==> config.mk <==
export PLATFORM = sky130hd
export DESIGN_NAME = box_anim_datapath
export DESIGN_NICKNAME = d
export VERILOG_FILES = /design/src/rtl/anim_pkg.sv /design/src/rtl/rate_divider.sv /design/src/rtl/box_anim_datapath.sv
export SDC_FILE = /design/constraint.sdc
export NUM_CORES = 1
export LEC_CHECK = 0
export ABC_AREA = 1
export BUFFER_PORTS_ARGS = -buffer_cell sky130_fd_sc_hd__buf_2
export CAP_MARGIN = 30
export CORE_ASPECT_RATIO = 0.8
export CORE_MARGIN = 5
export CORE_UTILIZATION = 25
export CTS_BUF_LIST = sky130_fd_sc_hd__clkbuf_8
export DETAILED_ROUTE_END_ITERATION = 12
export HOLD_SLACK_MARGIN = 0.06
export SETUP_SLACK_MARGIN = 0.1
export SYNTH_ARGS = -nofsm -noshare
export SYNTH_HDL_FRONTEND = slang
export SYNTH_SLANG_ARGS = --single-unit
==> constraint.sdc <==
create_clock -name clk -period 4.3 [get_ports clk]
set_clock_uncertainty 0.15 [all_clocks]
set_input_delay 0.43 -clock clk [delete_from_list [all_inputs] [get_ports clk]]
set_output_delay 0.43 -clock clk [all_outputs]
set_load 0.02 [all_outputs]
==> src/rtl/anim_pkg.sv <==
// Shared constants and strobe decoding for the bouncing-box animation datapath.
package anim_pkg;

    localparam int unsigned X_MAX        = 160;
    localparam int unsigned Y_MAX        = 120;
    localparam int unsigned XW           = 8;
    localparam int unsigned YW           = 7;
    localparam int unsigned CW           = 3;
    localparam int unsigned BOX_SIZE_DEF = 4;

    localparam logic [CW-1:0] BLACK = '0;

    typedef enum logic [2:0] {
        STRB_NONE,
        STRB_DRAW,
        STRB_ERASE,
        STRB_WAIT,
        STRB_MOVE
    } strobe_e;

    // Strobes should be one-hot; if not, draw > erase > wait > move.
    function automatic strobe_e pick_strobe(input logic draw, input logic erase,
                                            input logic wait_, input logic move);
        if (draw)       return STRB_DRAW;
        else if (erase) return STRB_ERASE;
        else if (wait_) return STRB_WAIT;
        else if (move)  return STRB_MOVE;
        else            return STRB_NONE;
    endfunction

endpackage

==> src/rtl/rate_divider.sv <==
// Reloadable down-counter: pulses enable_o on the WAIT_CYCLES-th consecutive en_i cycle.
module rate_divider #(
    parameter int unsigned WAIT_CYCLES = 12500000
) (
    input  logic clk,
    input  logic resetn,
    input  logic en_i,
    output logic enable_o
);

    localparam int unsigned CNTW = $clog2(WAIT_CYCLES);
    localparam logic [CNTW-1:0] RELOAD = CNTW'(WAIT_CYCLES - 1);

    logic [CNTW-1:0] cnt_q, cnt_d;

    assign enable_o = en_i && (cnt_q == '0);

    always_comb begin
        cnt_d = RELOAD;
        if (en_i && (cnt_q != '0))
            cnt_d = cnt_q - CNTW'(1);
    end

    always_ff @(posedge clk) begin
        if (!resetn)
            cnt_q <= RELOAD;
        else
            cnt_q <= cnt_d;
    end

endmodule

==> src/rtl/box_anim_datapath.sv <==
// Datapath for the bouncing-box animation: pixel scan, wait timer and
// one-step-per-visit box movement with edge bounce.
module box_anim_datapath #(
    parameter int unsigned BOX_SIZE    = anim_pkg::BOX_SIZE_DEF,
    parameter int unsigned WAIT_CYCLES = 12500000,
    parameter int unsigned X_MAX       = anim_pkg::X_MAX,
    parameter int unsigned Y_MAX       = anim_pkg::Y_MAX,
    parameter int unsigned X_START     = 0,
    parameter int unsigned Y_START     = 0
) (
    input  logic       clk,
    input  logic       resetn,
    input  logic       ld_draw,
    input  logic       ld_wait,
    input  logic       ld_erase,
    input  logic       ld_move,
    input  logic [2:0] colour_in,
    output logic       done,
    output logic       enable,
    output logic       update,
    output logic [7:0] x,
    output logic [6:0] y,
    output logic [2:0] colour
);

    import anim_pkg::*;

    localparam int unsigned PIX = BOX_SIZE * BOX_SIZE;
    localparam int unsigned PW  = $clog2(PIX);
    localparam int unsigned HW  = PW / 2;

    localparam logic [PW-1:0] PIX_LAST = PW'(PIX - 1);
    localparam logic [XW-1:0] X_EDGE   = XW'(X_MAX - BOX_SIZE);
    localparam logic [YW-1:0] Y_EDGE   = YW'(Y_MAX - BOX_SIZE);

    strobe_e sel;
    logic    scan;

    logic [PW-1:0] pcnt_q, pcnt_d;
    logic [XW-1:0] bx_q, bx_d;
    logic [YW-1:0] by_q, by_d;
    logic          dir_x_q, dir_x_d;
    logic          dir_y_q, dir_y_d;
    logic          move_done_q, move_done_d;

    assign sel  = pick_strobe(ld_draw, ld_erase, ld_wait, ld_move);
    assign scan = ld_draw || ld_erase;

    // Low half of pcnt walks across a row, high half walks down the rows.
    assign x      = bx_q + XW'(pcnt_q[HW-1:0]);
    assign y      = by_q + YW'(pcnt_q[PW-1:HW]);
    assign done   = scan && (pcnt_q == PIX_LAST);
    assign colour = (sel == STRB_DRAW) ? colour_in : BLACK;
    assign update = move_done_q;

    rate_divider #(
        .WAIT_CYCLES(WAIT_CYCLES)
    ) u_rate_divider (
        .clk     (clk),
        .resetn  (resetn),
        .en_i    (sel == STRB_WAIT),
        .enable_o(enable)
    );

    always_comb begin
        pcnt_d      = '0;
        bx_d        = bx_q;
        by_d        = by_q;
        dir_x_d     = dir_x_q;
        dir_y_d     = dir_y_q;
        move_done_d = 1'b0;

        if (scan)
            pcnt_d = pcnt_q + PW'(1);

        if (sel == STRB_MOVE) begin
            move_done_d = 1'b1;
            if (!move_done_q) begin
                if (dir_x_q && (bx_q == X_EDGE)) begin
                    dir_x_d = 1'b0;
                    bx_d    = bx_q - XW'(1);
                end else if (!dir_x_q && (bx_q == '0)) begin
                    dir_x_d = 1'b1;
                    bx_d    = XW'(1);
                end else begin
                    bx_d = dir_x_q ? bx_q + XW'(1) : bx_q - XW'(1);
                end

                if (dir_y_q && (by_q == Y_EDGE)) begin
                    dir_y_d = 1'b0;
                    by_d    = by_q - YW'(1);
                end else if (!dir_y_q && (by_q == '0)) begin
                    dir_y_d = 1'b1;
                    by_d    = YW'(1);
                end else begin
                    by_d = dir_y_q ? by_q + YW'(1) : by_q - YW'(1);
                end
            end
        end
    end

    always_ff @(posedge clk) begin
        if (!resetn) begin
            pcnt_q      <= '0;
            bx_q        <= XW'(X_START);
            by_q        <= YW'(Y_START);
            dir_x_q     <= 1'b1;
            dir_y_q     <= 1'b1;
            move_done_q <= 1'b0;
        end else begin
            pcnt_q      <= pcnt_d;
            bx_q        <= bx_d;
            by_q        <= by_d;
            dir_x_q     <= dir_x_d;
            dir_y_q     <= dir_y_d;
            move_done_q <= move_done_d;
        end
    end

endmodule

==> results.toml <==
[detailed_routing]
ant_nets = 0
vias_per_cell = 4.41
drc = 0
vias = 3001
wl_per_cell_um = 11.2
routed_wirelength_mm = 7.61
firstDrtPassIters = 5
drtIter0Drc = 228

[setup_path]
slowest_delay_ns = 0.32
path_cells = "inv_1, ha_1, inv_1, nor2_4, nand3_1, nor2_1, nand3_1, nor3_1, buf_2"
crit_start = "u_rate_divider.cnt_q[0]"
crit_type = "register to output port"
r2r_slack_ns = 2.45
start_kind = "register"
worst_setup_path_end_kind = "output port"
critPathRequiredTime_ns = 3.72
cp_slowest_cell = "dfxtp_1"
timing.rr.start = "update"
worstPathArrival_ns = 1.85
worstPathMaxFanout = 5

[sta]
worstMarginPinSlew_ns = 0.495
hold_viol_final = 0
fin_setup_tns_ns = 0
max_freq_mhz = 411
fin_ws_ns = 1.87
report.final.slew_viol_count = 0
fin_hold_ws_ns = 0.231
setup_viol = 0
rsz0062_at_grt = "false"
relSlewSlack = 0.670
min_period_ns = 2.43
fin_crit_sh = 0.565

[final_layout]
fin_area_sq_um = 3560
fillCellCount = 1386
layout.cells.non_filler = 680
drive_gt1_frac = 0.124
fin_util = 0.291
layout_common_cells = "nand2_1 (112), nor2_1 (68), nand3_1 (59)"
area_growth_pct = 12.8
n_antenna_cell = 0
final_common_cell = "nand2_1"
final_nets = 531

[job]
maxCapViolations = 0

[global_route]
groute.layer.met1.usage = 0.153
grt_busiest_layer = "met2"
antenna_found_initial = 0
grt_start_max_net_pins = 20
grt_remaining_overflow = 0
grt_pass1_wl_mm = 13.0
use_met2 = 0.154
grt_usage = 0.104
gr-usage-met3 = 0.0200
first_global_vias = 2734

[die]
die_area_sq_um = 15000
rows = 36
ios = 30
start_util = 0.258
coreArea_sq_um = 12300
die_width_um = 136
fp.dieH_um = 111

[clock_network]
cts_made_buffers = 5
clock_path_buffers = 2
cts_tree = "built"
cts.clk_slew.worst_paths_ns = 0.09
clock_sinks = 46
root_buffer = "clkbuf_8"
ctsResizeCount = 0
cts_setup_buffers = 0
htree_num_levels = 2
cts_hold_buf = 0
clkLatencyLatePin_ns = 0.30

[power_and_ir_drop]
clkPwrFrac = 0.385
switching_share = 0.251
powerDensity_nw_per_um2 = 238
total_power_mw = 0.847
cellLeakagePower_nw = 1.69
peakVddDrop_mv = 0.127
intPower_mw = 0.634
combPwrFrac = 0.093
seq_power_share = 0.522
p_sw_mw = 0.213

[min_path]
worstHoldStart = "ld_move"
hold_class = "primary input to register"

[synthesis]
syn_inst = 483
yosysSeqAreaShare = 0.292
synth_cell_type_count = 37
synthTopCellsByArea = "dfxtp_1 (29%), nand2_1 (13%), nand3_1 (9.4%)"
synth_top_cell_area_share = 0.292
avgSynthCellArea_sq_um = 6.54
ys_ff_latch = 46
yosys_warnings = 0
synth_top_area_cell = "dfxtp_1"
syn-num-nets = 506
synth_area_sq_um = 3160

[place]
gp_congestion = 0.857
placed_area_sq_um = 3450
placed_cells = 672
post-place-ws_ns = 2.18
port_buffers = 29
hpwl_mm = 6.03

[outcome]
status = "finished, final reports clean"
-- sequential cells by signal, summed over array words and instances, names as in the netlist --
| register | count |
|---|---|
| bx_q | 8 |
| by_q | 7 |
| dir_x_q | 1 |
| dir_y_q | 1 |
| pcnt_q | 4 |
| u_rate_divider.cnt_q | 24 |
| update | 1 |
-- area by class of cell --
cell class | instances | area, sq um | share of cell area
well taps | 171 | 214 | 0.0601
clock buffers | 5 | 68.8 | 0.0193
repair buffers | 29 | 145 | 0.0407
multi-input cells | 367 | 1950 | 0.546
clock inverters | 3 | 43.8 | 0.0123
flip-flops and latches | 46 | 921 | 0.259
inverters | 59 | 224 | 0.0629
-- Yosys cell counts --
cell type / number
o21ai_1: 2
nand2_1: 112
nand3_1: 59
nor4_1: 1
xor2_1: 23
nand3_2: 2
a21oi_1: 20
or2_2: 1
nor2_2: 9
xnor2_1: 4
nor3_2: 1
nand2_2: 1
nor3b_1: 1
nor2_1: 68
clkinv_1: 1
nor3_4: 1
nand3b_1: 2
nor2_4: 5
o21bai_1: 1
or2_0: 1
nand3_4: 1
fa_1: 2
buf_2: 5
inv_1: 54
clkbuf_1: 2
inv_2: 3
inv_4: 1
nor3_1: 5
buf_4: 3
or2_1: 1
a31oi_1: 2
o21ai_0: 24
dfxtp_1: 46
buf_6: 1
nand4_1: 5
nand2_4: 1
ha_1: 12
-- kinds of logic after synthesis --
logic type,Yosys count,share of synthesized area
AND/OR/NAND/NOR,277,0.402
buffers and inverters,70,0.0920
AO/OA/AOI/OAI,49,0.0793
flip-flops,46,0.292
XOR/XNOR,27,0.0749
adder cells (fa/ha/maj),14,0.0602
-- critical path: cells and delay by family (launching register included) --
family	cells	cell delay [ns]
buffers and inverters	3	0.36
DFF	1	0.32
adders and majority gates	1	0.22
and+or+nand+nor	5	0.64
-- power by group through the flow --
stage / combinational [mW] / sequential, mW / clock [mW]
after global placement: 0.0768 / 0.452 / 0
after global routing: 0.0894 / 0.443 / 0.356
after floorplan: 0.0604 / 0.448 / 0
after CTS: 0.0797 / 0.442 / 0.339
after detailed placement: 0.0794 / 0.452 / 0
final: 0.0788 / 0.442 / 0.326
-- worst paths after layout --
| path | endpoint | cells past startpoint |
|---|---|---|
| min reg2reg | u_rate_divider.cnt_q[0] | 1 |
| max reg2reg | bx_q[0] | 5 |
| min | update | 3 |
| max | enable | 9 |
-- per-layer routing --
layer	part of all wire	up-vias	routed length, um
li1	-	1590	-
met1	0.51	1332	3880
met2	0.42	72	3190
met3	0.059	7	445
met4	0.013	0	97
met5	0	-	0
Note: power is estimated with default switching activity, not from simulation.
